`src/rtl/pll_scan_reconfig.sv`:
```
// PLL scan-chain reconfiguration responder: shadows the M/C0 high/low counts
// and serialises them onto the scan chain, then pulses configupdate.
module pll_scan_reconfig #(
    parameter logic [8:0] M_HIGH_DEF  = 9'd4,
    parameter logic [8:0] M_LOW_DEF   = 9'd4,
    parameter logic [8:0] C0_HIGH_DEF = 9'd2,
    parameter logic [8:0] C0_LOW_DEF  = 9'd2
) (
    input  logic       clock_ctr,
    input  logic       sys_reset,
    input  logic       reset_ctr,
    input  logic [3:0] counter_type,
    input  logic [2:0] counter_param,
    input  logic [8:0] config_data_in,
    input  logic       write_param,
    input  logic       read_param,
    input  logic       reconfig,
    output logic       busy,
    output logic [8:0] data_out,
    output logic       scanclk,
    output logic       scandata,
    output logic       scanclkena,
    output logic       configupdate
);

    localparam int unsigned CW   = 9;
    localparam int unsigned NREG = 4;
    localparam int unsigned SRW  = NREG * CW;
    localparam int unsigned BW   = 6;

    // Register file order matches scan order: M_high, M_low, C0_high, C0_low
    localparam logic [CW-1:0] REG_DEF [NREG] = '{M_HIGH_DEF, M_LOW_DEF, C0_HIGH_DEF, C0_LOW_DEF};

    typedef enum logic [1:0] {
        ST_IDLE,
        ST_LOAD,
        ST_SHIFT,
        ST_UPDATE
    } state_t;

    state_t          state_q, state_d;
    logic [CW-1:0]   regs_q [NREG];
    logic [CW-1:0]   regs_d [NREG];
    logic [SRW-1:0]  sr_q, sr_d;
    logic [BW-1:0]   bit_cnt_q, bit_cnt_d;
    logic            phase_q, phase_d;
    logic            busy_d, scanclk_d, scandata_d, scanclkena_d, configupdate_d;
    logic [CW-1:0]   data_out_d;
    logic            sel_valid;
    logic [1:0]      sel_idx;

    // Decode counter_type/counter_param into a register index
    always_comb begin
        sel_valid = 1'b0;
        sel_idx   = 2'd0;
        case (counter_type)
            4'b0001: begin
                sel_valid = (counter_param == 3'b000) || (counter_param == 3'b001);
                sel_idx   = {1'b0, counter_param[0]};
            end
            4'b0000: begin
                sel_valid = (counter_param == 3'b000) || (counter_param == 3'b001);
                sel_idx   = {1'b1, counter_param[0]};
            end
            default: begin
                sel_valid = 1'b0;
                sel_idx   = 2'd0;
            end
        endcase
    end

    // Next-state and next-output logic
    always_comb begin
        state_d        = state_q;
        regs_d         = regs_q;
        sr_d           = sr_q;
        bit_cnt_d      = bit_cnt_q;
        phase_d        = phase_q;
        busy_d         = busy;
        data_out_d     = data_out;
        scanclk_d      = scanclk;
        scandata_d     = scandata;
        scanclkena_d   = scanclkena;
        configupdate_d = 1'b0;

        case (state_q)
            ST_IDLE: begin
                if (write_param && sel_valid) begin
                    regs_d[sel_idx] = config_data_in;
                end
                if (read_param) begin
                    data_out_d = sel_valid ? regs_q[sel_idx] : '0;
                end
                if (reconfig) begin
                    state_d = ST_LOAD;
                    busy_d  = 1'b1;
                end
            end
            ST_LOAD: begin
                sr_d         = {regs_q[0], regs_q[1], regs_q[2], regs_q[3]};
                bit_cnt_d    = BW'(SRW - 1);
                phase_d      = 1'b0;
                scanclk_d    = 1'b0;
                scandata_d   = regs_q[0][CW-1];
                scanclkena_d = 1'b1;
                state_d      = ST_SHIFT;
            end
            ST_SHIFT: begin
                if (!phase_q) begin
                    scanclk_d = 1'b1;
                    phase_d   = 1'b1;
                end else if (bit_cnt_q == '0) begin
                    scanclk_d      = 1'b0;
                    scanclkena_d   = 1'b0;
                    configupdate_d = 1'b1;
                    state_d        = ST_UPDATE;
                end else begin
                    // Next bit is presented while scanclk is low so it is stable at the rise
                    sr_d       = {sr_q[SRW-2:0], 1'b0};
                    scandata_d = sr_q[SRW-2];
                    bit_cnt_d  = bit_cnt_q - BW'(1);
                    phase_d    = 1'b0;
                    scanclk_d  = 1'b0;
                end
            end
            ST_UPDATE: begin
                scandata_d = 1'b0;
                busy_d     = 1'b0;
                state_d    = ST_IDLE;
            end
            default: begin
                state_d = ST_IDLE;
            end
        endcase

        // Soft reset wins over every other input
        if (reset_ctr) begin
            state_d        = ST_IDLE;
            regs_d         = REG_DEF;
            sr_d           = '0;
            bit_cnt_d      = '0;
            phase_d        = 1'b0;
            busy_d         = 1'b0;
            data_out_d     = '0;
            scanclk_d      = 1'b0;
            scandata_d     = 1'b0;
            scanclkena_d   = 1'b0;
            configupdate_d = 1'b0;
        end
    end

    // State and output registers
    always_ff @(posedge clock_ctr or negedge sys_reset) begin
        if (!sys_reset) begin
            state_q      <= ST_IDLE;
            for (int i = 0; i < NREG; i++) begin
                regs_q[i] <= REG_DEF[i];
            end
            sr_q         <= '0;
            bit_cnt_q    <= '0;
            phase_q      <= 1'b0;
            busy         <= 1'b0;
            data_out     <= '0;
            scanclk      <= 1'b0;
            scandata     <= 1'b0;
            scanclkena   <= 1'b0;
            configupdate <= 1'b0;
        end else begin
            state_q      <= state_d;
            for (int i = 0; i < NREG; i++) begin
                regs_q[i] <= regs_d[i];
            end
            sr_q         <= sr_d;
            bit_cnt_q    <= bit_cnt_d;
            phase_q      <= phase_d;
            busy         <= busy_d;
            data_out     <= data_out_d;
            scanclk      <= scanclk_d;
            scandata     <= scandata_d;
            scanclkena   <= scanclkena_d;
            configupdate <= configupdate_d;
        end
    end

endmodule

```
`config.mk`:
```
export PLATFORM = sky130hd
export DESIGN_NAME = pll_scan_reconfig
export DESIGN_NICKNAME = d
export VERILOG_FILES = /design/src/rtl/pll_scan_reconfig.sv
export SDC_FILE = /design/constraint.sdc
export NUM_CORES = 1
export LEC_CHECK = 0
export ABC_CLOCK_PERIOD_IN_PS = 3200
export CAP_MARGIN = 15
export CORE_MARGIN = 1
export CORE_UTILIZATION = 65
export CTS_BUF_LIST = sky130_fd_sc_hd__clkbuf_4 sky130_fd_sc_hd__clkbuf_8
export DETAILED_ROUTE_END_ITERATION = 7
export PLACE_DENSITY = 0.87
export SLEW_MARGIN = 30
export SYNTH_ARGS = -nofsm -noshare
export SYNTH_HDL_FRONTEND = slang
export SYNTH_SLANG_ARGS = --single-unit
export TNS_END_PERCENT = 30
```
`constraint.sdc`:
```
create_clock -name clock_ctr -period 3.2 [get_ports clock_ctr]
set_input_delay 0.48 -clock clock_ctr [delete_from_list [all_inputs] [get_ports clock_ctr]]
set_output_delay 0.48 -clock clock_ctr [all_outputs]
set_load 0.02 [all_outputs]
```
==> results.md, run 1 <==
- Final non-filler cell total: 555
- Final WL: 11.0 mm
- Final number of setup-violating endpoints: 0
- CTS tree: built
- First-pass GRT wire length: 17.7 mm
- M1 WL: 4.64 mm
- Peak supply drop: 0.351 mV
- Fillers: 491
- Post-DRT Antenna Nets: 0
- Minimum clock period: 2.61 ns
- FFs w/ async S/R, synth: 1.00
- Setup Crit Path Kind: reg -> reg
- Synth Instances: 418
- H-tree depth: 3
- Commonest non-fill, non-tap cell in the layout: dfrtp_1
- Fin. max-slew vios: 0
- Max Fclk: 384 MHz
- Pwr/cell area: 576 nW/um^2
- Clock Sinks: 94
- Worst-case clock buffer depth: 2
- Area Overhead vs Synth: 13.3%
- Crit path arrival time: 2.89 ns
- Number of buffers created by CTS: 9
- DIE WIDTH: between 80 and 90 um
- Core Region: approximately 7000 um^2
- Register area share after synthesis: 0.486
- Fraction of layout cells with a size suffix above 1: 0.178
- Slew HR: 0.364
- Syn Std Cell Area: 4850 um^2
- Worst-margin pin slew: 0.946 ns
- Num rows: 31
- RSZ-0062 raised after global routing: no
- Worst-path clk slew: 0.09 ns
- Sum Neg Setup Slack: 0 ns
- GRT Util Overall: 0.306
- Post-CTS Resized: 0
- Met3 WL: 606 um
- Largest net degree at the start of global routing: 45
- Diode count: 0
- Boundary pin count: 36
- Cts hold-fix bufs: 0
- Min-Delay Path Class: in -> async
- Synth cell types: 43
- Number of global-route vias before repair: ~3500
- Global route overflow: 0
- Starting density of the core: 0.672
- Post-Route Utilization: 0.761
- IO Port Bufs: 35
- Design area: 5490 um^2
- Post-Synth Adder-Cell Area: 0.0181
- Complex-gate fraction of the synthesized area: 0.0645
- Vias per cell: between 6 and 7
- CTS root buf: clkbuf_8
- Mux contribution to synthesized area: 0.275
- DR WL/cell: between 15 and 20 um
- CP max FO: 9
- Simple-gate share of the synthesized area: 0.117
- Xor and xnor fraction of the mapped netlist area: 0
- Depth of the most critical reg-to-reg path: 6
- Final Hold Viols: 0
- Leakage: 2.61 nW
- Largest family of logic cells by synthesized area: multiplexers
- Initial DRC Count: 170
- Yosys reg bits: 94
- Placed Instances: 540
- Reg2reg end: data_out[6]
- Synth warn: 0
- Dpl cell area: between 5000 and 6000 um^2
- Final GP Congestion: 0.849
- Post-CTS Setup Inserts: 0
- Detailed-route DRC error count: 0
- Outcome: finished clean
- RR Startpoint: state_q[0]
- Maxcap violations: 0
- Most frequent cells in the layout: 90 x dfrtp_1, 82 x mux2i_1, 77 x nor2_1
- Initial antenna violation count: 0
- Post-synth EDFFs: 0
- Die height: 88.4 um
- CP Capture Type: flop
- Syn avg cell area: about 12 um^2
- Metal2 WL: 5.56 mm
- Worst skew pair latency: 0.36 ns
- DR pass1 iterations: 4
- Die area: 7810 um^2
- Final layout net count: around 480
- Clock Skew: around 0.011 ns
- CP startpoint kind: flop
- Critical path data required time: 3.48 ns
- Synthesized net count: 447
- Reg-to-reg slack, setup: 0.59 ns
- Final Cycle Share: 0.814
- DP Wirelength: between 7 and 8 mm
- Synth Flop Type: dfrtp_1
- Vias: 3436
- Top layer in use: met4
==> Yosys cell counts (all sizes together), types with 7 or more instances <==
cell	count	area, um^2
inv	9	33.8
o211ai	10	88.8
ha	7	87.6
nand2	18	67.6
clkbuf	9	33.8
buf	15	119
a22oi	10	75.1
nor2	77	289
a21oi	12	60.1
mux2	36	514
dfrtp	90	2250
mux2i	82	821
o21ai	7	35.0
==> state kept, by name (all words and copies together) (netlist names) <==
name          cells
scandata          1
data_out          9
bit_cnt_q         6
state_q           2
scanclkena        1
sr_q             35
configupdate      1
regs_q           36
scanclk           1
phase_q           1
busy              1
==> critical path: stages (launching register included) <==
cell and delay (ns):
dfrtp_1 0.40, inv_1 0.14, ha_1 0.29, or3b_2 0.49, nor4_2 0.83, a22oi_1 0.21, o211ai_1 0.17
==> worst max path at each step <==
stage | start | end | cells after the start
final | state_q[0] | data_out[6] | 6
after CTS | state_q[0] | data_out[6] | 6
after floorplan | state_q[0] | data_out[0] | 6
after global routing | state_q[0] | data_out[4] | 6
after detailed placement | counter_type[1] | data_out[6] | 5
after global placement | counter_type[1] | data_out[5] | 5
==> area by class of cell <==
class                           instances  area, um^2  share of cell area
Clock buffer                            9         124              0.0226
Clock inverter                          6        87.6              0.0159
Inverter                                9        33.8             0.00615
Multi-Input combinational cell        291        2310               0.420
Sequential cell                        94        2360               0.429
Tap cell                               99         124              0.0226
Timing Repair Buffer                   47         458              0.0834
==> kinds of logic after synthesis <==
kind of cell | Yosys count
simple gates | 121
mux | 118
flops | 94
compound gates | 45
buf+inv | 33
fa+ha+maj | 7
==> stage by stage <==
step,setup WS [ns],hold WS [ns],power [mW]
global placement,0.584,0.488,2.28
CTS,0.631,0.116,3.17
detailed placement,0.522,0.497,2.32
global route,0.504,0.143,3.30
finish,0.594,0.0988,3.16
floorplan,1.14,0.184,2.09
==> metal layers <==
metal	vias to the layer above	track usage
met1	1771	0.417
met2	100	0.503
li1	1542	-
met5	-	0
met4	0	0.122
met3	23	0.0401
==> power by group <==
part	internal [mW]	total, mW	switching (mW)
Sequential	1.28	1.37	0.0906
Combinational	0.430	0.950	0.520
Clock	0.436	0.846	0.410
No activity file was read; power rests on OpenSTA's default activity.
==> inputs of run 2 (changes only) <==
ABC_CLOCK_PERIOD_IN_PS = 2300   (was 3200)
CORE_UTILIZATION = 55   (was 65)
PLACE_DENSITY = 0.79   (was 0.87)
clock period = 2.3 ns   (was 3.2 ns; I/O delays follow)
==> run 2 against run 1 <==
Net effect: final area rose by 2.1%; non-clock buffer count rose by 11; the flow now finishes with violations (hold timing); critical path depth up 1; sequential share of layout area decreased by 0.89 points; global-route usage is 4.4 points lower; clock skew rose by 0.00072 ns; power grew 41%; combinational power is 44% higher; sequential cell count stayed put; largest power group unchanged; worst setup slack got worse by 0.50 ns; worst hold slack lost 0.11 ns; critical path type unchanged.
==> results.md, run 2 (synthesis gave the netlist of run 1 again) <==
- RR Startpoint: bit_cnt_q[0] (was state_q[0])
- Design Power: 4.46 mW (was 3.16 mW)
- First-pass GRT wire length: 18.0 mm (was 17.7 mm)
- Reg2reg end: sr_q[11] (was data_out[6])
- Largest net degree at the start of global routing: 61 (was 45)
- Leakage: 2.67 nW (was 2.61 nW)
- Initial antenna violation count: 0 (unchanged)
- Outcome: complete, but fails checks (was finished clean)
- Global route overflow: 0 (unchanged)
- Critical path data required time: 2.54 ns (was 3.48 ns)
- Initial DRC Count: 169 (was 170)
- GRT Util Overall: 0.262 (was 0.306)
- Worst-case clock buffer depth: 2 (unchanged)
- CTS root buf: clkbuf_8 (unchanged)
- Max FFs per register: 36 (unchanged)
- Worst-path clk slew: 0.09 ns (about the same)
- Biggest register: regs_q (unchanged)
- CP startpoint kind: flop (unchanged)
- IO Port Bufs: 35 (unchanged)
- CP max FO: 23 (was 9)
- Final non-filler cell total: 573 (was 555)
- Post-CTS Setup Inserts: 0 (unchanged)
- Depth of the most critical reg-to-reg path: 7 (was 6)
- Core Region: 8380 um^2 (was 7210 um^2)
- Post-CTS Resized: 0 (unchanged)
- Sum Neg Setup Slack: 0 ns (unchanged)
- Top Registers: regs_q (36), sr_q (35), data_out (9) (unchanged)
- Worst path max stage delay: 0.48 ns (was 0.83 ns)
- Design area: 5610 um^2 (was 5490 um^2)
- Slew HR: 0.434 (was 0.364)
- Detailed-route DRC error count: 0 (unchanged)
- Maxcap violations: 0 (unchanged)
- RSZ-0062 raised after global routing: no (unchanged)
- Area Overhead vs Synth: 15.7% (was 13.3%)
- Cts hold-fix bufs: 0 (unchanged)
- Minimum clock period: 2.21 ns (was 2.61 ns)
- Worst skew pair latency: 0.36 ns (about the same)
- Final layout net count: 492 (was 481)
- Vias: 3355 (was 3436)
- Number of buffers created by CTS: 9 (unchanged)
- Fin. max-slew vios: 0 (unchanged)
- CP Cell Sequence: inv_1 > ha_1 > or4b_4 > o211ai_4 > nand2b_2 > buf_12 > mux2_4 (was inv_1 > ha_1 > or3b_2 > nor4_2 > a22oi_1 > o211ai_1)
- Worst Setup SP: bit_cnt_q[0] (was state_q[0])
- Final number of setup-violating endpoints: 0 (unchanged)
- Setup Crit Path Kind: reg -> reg (unchanged)
- Reg-to-reg slack, setup: 0.09 ns (was 0.59 ns)
- Boundary pin count: 36 (unchanged)
- Number of global-route vias before repair: 3516 (was 3533)
- Critical Path Slowest Stage Cell: or4b_4 (was nor4_2)
- DR WL/cell: 18.6 um (was 19.9 um)
- Max Fclk: 453 MHz (was 384 MHz)
- Vias per cell: 5.86 (was 6.19)
- CP Capture Type: flop (unchanged)
- DP Wirelength: 7.57 mm (was 7.46 mm)
- Die area: 9190 um^2 (was 7810 um^2)
- Crit path arrival time: 2.44 ns (was 2.89 ns)
- Peak supply drop: 0.425 mV (was 0.351 mV)
- Post-DRT Antenna Nets: 0 (unchanged)
- Die height: 95.9 um (was 88.4 um)
- Failing checks: hold timing
- H-tree depth: 3 (unchanged)
- Worst-margin pin slew: 0.850 ns (was 0.946 ns)
- Min Hold Slack: -0.0100 ns (was 0.0988 ns)
- Final Cycle Share: 0.960 (was 0.814)
- Final Hold Viols: 11 (was 0)
- Dpl cell area: 5390 um^2 (was 5280 um^2)
- Pwr/cell area: 795 nW/um^2 (was 576 nW/um^2)
- Final GP Congestion: 0.821 (was 0.849)
- Num rows: 33 (was 31)
- Diode count: 0 (unchanged)
- Commonest non-fill, non-tap cell in the layout: dfrtp_1 (unchanged)
- End of the critical path: sr_q[11] (was data_out[6])
- Most frequent cells in the layout: 90 x dfrtp_1, 82 x mux2i_1, 77 x nor2_1 (unchanged)
- Clock Sinks: 94 (unchanged)
- Fraction of layout cells with a size suffix above 1: 0.203 (was 0.178)
- Min-Delay Path Class: in -> async (unchanged)
- Starting density of the core: 0.578 (was 0.672)
- Clock Skew: 0.0115 ns (was 0.0108 ns)
- CTS tree: built (unchanged)
- DR pass1 iterations: 4 (unchanged)
- Final WL: 10.7 mm (was 11.0 mm)
- DIE WIDTH: 95.9 um (was 88.4 um)
- Placed Instances: 557 (was 540)
- Post-Route Utilization: 0.669 (was 0.761)
[run 2: final cells by class]
cell class | count | area, um^2
Clock buffer | 9 | 124
Clock inverter | 7 | 88.8
Fill cell | 625 | 2770
Inverter | 9 | 33.8
Multi-Input combinational cell | 291 | 2320
Sequential cell | 94 | 2360
Tap cell | 105 | 131
Timing Repair Buffer | 58 | 557
[run 2: power by group]
part | internal, mW | switching [mW]
registers | 1.77 | 0.123
clock network | 0.607 | 0.583
logic | 0.641 | 0.727
[run 2: worst min path at each step]
stage | startpoint | to | cells after the start
final | sys_reset | regs_q[11] | 1
after global routing | sys_reset | regs_q[11] | 1
after CTS | sys_reset | data_out[1] | 1
after detailed placement | sys_reset | regs_q[11] | 1
after global placement | sys_reset | sr_q[10] | 1
after floorplan | sys_reset | bit_cnt_q[0] | 0
[run 2: worst max-delay path, delay by kind of cell (launching register included)]
family | cells | cell delay, ns
simple gates | 2 | 0.63
flops | 1 | 0.44
mux | 1 | 0.31
buf+inv | 2 | 0.30
compound gates | 1 | 0.23
fa+ha+maj | 1 | 0.16
[run 2: stage by stage]
| stage | hold WS, ns | setup WS (ns) |
|---|---|---|
| after floorplan | 0.0494 | 0.238 |
| after global placement | 0.393 | 0.0544 |
| after detailed placement | 0.404 | 0.00432 |
| after CTS | 0.0103 | 0.0760 |
| after global routing | 0.0243 | 0.000987 |
| final | -0.0100 | 0.0924 |
[run 2: layer usage]
| metal | wire length, um | vias up | global-route usage | part of all wire |
|---|---|---|---|---|
| met5 | 0 | - | 0 | 0 |
| li1 | - | 1561 | - | - |
| met3 | 264 | 11 | 0.0340 | 0.025 |
| met2 | 5250 | 52 | 0.432 | 0.49 |
| met4 | 118 | 0 | 0.0808 | 0.011 |
| met1 | 5030 | 1731 | 0.363 | 0.47 |
==> inputs of run 3 (changes only) <==
CORE_UTILIZATION = 50   (was 55)
CTS_BUF_LIST = sky130_fd_sc_hd__clkbuf_2 sky130_fd_sc_hd__clkbuf_4 sky130_fd_sc_hd__clkbuf_8   (was sky130_fd_sc_hd__clkbuf_4 sky130_fd_sc_hd__clkbuf_8)
PLACE_DENSITY = 0.72   (was 0.79)
==> run 3 against run 2 <==
Net effect: non-clock buffer count is 3 higher; highest routed layer unchanged; largest cell class unchanged; via count shrank 1.0%; utilization down 6.1 points; largest power group unchanged; critical path type unchanged; the run now ends clean.
==> results.md, run 3 (synthesis gave the netlist of run 1 again) <==
- Min-Delay Path Class: in -> reg (was in -> async)
- Starting density of the core: 0.520 (was 0.578)
- Detailed-route DRC error count: 0 (unchanged)
- Final number of setup-violating endpoints: 0 (unchanged)
- Worst skew pair latency: 0.37 ns (was 0.36 ns)
- Die area: 10100 um^2 (was 9190 um^2)
- CP Capture Type: flop (unchanged)
- Clock Sinks: 94 (unchanged)
- Vias: 3321 (was 3355)
- Sum Neg Setup Slack: 0 ns (unchanged)
- Max Fclk: 457 MHz (was 453 MHz)
- GRT Util Overall: 0.230 (was 0.262)
- Met2 GRT Util: 0.370 (was 0.432)
- Outcome: finished clean (was complete, but fails checks)
- Minimum clock period: 2.19 ns (was 2.21 ns)
- DR pass1 iterations: 4 (unchanged)
- Peak supply drop: 0.329 mV (was 0.425 mV)
- DR WL/cell: 17.7 um (was 18.6 um)
- Design area: 5670 um^2 (was 5610 um^2)
- Clock Skew: 0.0134 ns (was 0.0115 ns)
- WHS Path Cells: 2
- Final Cycle Share: 0.952 (was 0.960)
- DP Wirelength: 7.43 mm (was 7.57 mm)
- RSZ-0062 raised after global routing: no (unchanged)
- Initial DRC Count: 186 (was 169)
- First-pass GRT wire length: 17.7 mm (was 18.0 mm)
- Dpl ws: -0.0000961 ns (was 0.00432 ns)
- Met1 Use GR: 0.323 (was 0.363)
- Dpl cell area: 5460 um^2 (was 5390 um^2)
- Min Hold Slack: 0.308 ns (was -0.0100 ns)
- Worst-margin pin slew: 0.894 ns (was 0.850 ns)
- Final layout net count: 495 (was 492)
- Commonest non-fill, non-tap cell in the layout: dfrtp_1 (unchanged)
- Die height: 100 um (was 95.9 um)
- Hold EP: phase_q
- Post-Route Utilization: 0.608 (was 0.669)
- Final non-filler cell total: 599 (was 573)
- Pwr/cell area: 775 nW/um^2 (was 795 nW/um^2)
- Reg-to-reg slack, setup: 0.11 ns (was 0.09 ns)
- Fraction of layout cells with a size suffix above 1: 0.204 (was 0.203)
- Biggest register: regs_q (unchanged)
- Placed Instances: 583 (was 557)
- Number of global-route vias before repair: 3362 (was 3516)
- Reg2reg end: sr_q[22] (was sr_q[11])
- Fin. max-slew vios: 0 (unchanged)
- Diode count: 0 (unchanged)
- CTS root buf: clkbuf_8 (unchanged)
- Post-DRT Antenna Nets: 0 (unchanged)
- IO Port Bufs: 35 (unchanged)
- Num rows: 35 (was 33)
- Critical path data required time: 2.56 ns (was 2.54 ns)
- Initial antenna violation count: 0 (unchanged)
- RR Startpoint: bit_cnt_q[1] (was bit_cnt_q[0])
- Final WL: 10.6 mm (was 10.7 mm)
- Number of buffers created by CTS: 9 (unchanged)
- Leakage: 2.68 nW (was 2.67 nW)
- Global route overflow: 0 (unchanged)
- Most frequent cells in the layout: 90 x dfrtp_1, 82 x mux2i_1, 77 x nor2_1 (unchanged)
- Slew HR: 0.404 (was 0.434)
- Final WS setup: 0.112 ns (was 0.0924 ns)
- Worst-path clk slew: 0.09 ns (about the same)
- CP startpoint kind: flop (unchanged)
- H-tree depth: 3 (unchanged)
- Depth of the most critical reg-to-reg path: 7 (unchanged)
- Largest net degree at the start of global routing: 45 (was 61)
- Maxcap violations: 0 (unchanged)
- Boundary pin count: 36 (unchanged)
- CTS tree: built (unchanged)
- Crit path arrival time: 2.45 ns (was 2.44 ns)
- Final GP Congestion: 0.817 (was 0.821)
- Area Overhead vs Synth: 17.0% (was 15.7%)
- Setup Crit Path Kind: reg -> reg (unchanged)
- Top Registers: regs_q (36), sr_q (35), data_out (9) (unchanged)
- Core Region: 9330 um^2 (was 8380 um^2)
- Design Power: 4.39 mW (was 4.46 mW)
- Max FFs per register: 36 (unchanged)
- Vias per cell: 5.54 (was 5.86)
- Worst-case clock buffer depth: 2 (unchanged)
- Final Hold Viols: 0 (was 11)
- GR Layer Usage met3: 0.0506 (was 0.0340)
- Gr busiest metal: met2 (unchanged)
- DIE WIDTH: 100 um (was 95.9 um)
- CP max FO: 10 (was 23)
- Worst hold path startpoint: reset_ctr
## run 3: timing repair
action | CTS | global route
hold endpoints to repair | 21 | 0
setup endpoints to repair | 1 | 0
buffers inserted | 0 | 0
hold buffers | 1 | 0
gates resized for setup | 1 | 0
## run 3: how the worst max path moves through the flow
stage	to	slack [ns]	cells past startpoint	startpoint
floorplan	data_out[0]	0.24	6	state_q[0]
global placement	data_out[5]	0.03	4	counter_param[1]
finish	sr_q[22]	0.11	7	bit_cnt_q[1]
detailed placement	data_out[2]	-0.0001	4	counter_param[1]
global route	sr_q[22]	0.03	7	bit_cnt_q[1]
CTS	sr_q[22]	0.09	7	bit_cnt_q[1]
## run 3: area by class of cell
cell class	count	area [um^2]
clock inverter	5	60.1
clock buffer	10	138
sequential	94	2360
multi-input combinational	291	2320
tap	129	161
inverter	9	33.8
fill	769	3660
timing repair buffer	61	603
## run 3: worst max-delay path, stage by stage, from the launching register on
cell and delay, ns:
dfrtp_1 0.43, inv_1 0.09, ha_1 0.17, or4b_4 0.49
o211ai_4 0.23, nand2b_2 0.13, buf_4 0.22, mux2_4 0.31
## run 3: per-layer routing
layer	routed length (um)	vias up
met5	0	-
met4	83	0
met3	358	8
met2	5200	50
met1	4970	1691
li1	-	1572
## run 3: power by group
part           leakage, nW  switching, mW  internal, mW
Clock               0.0983          0.579         0.528
Sequential            1.28          0.114          1.77
Combinational         1.30          0.736         0.663
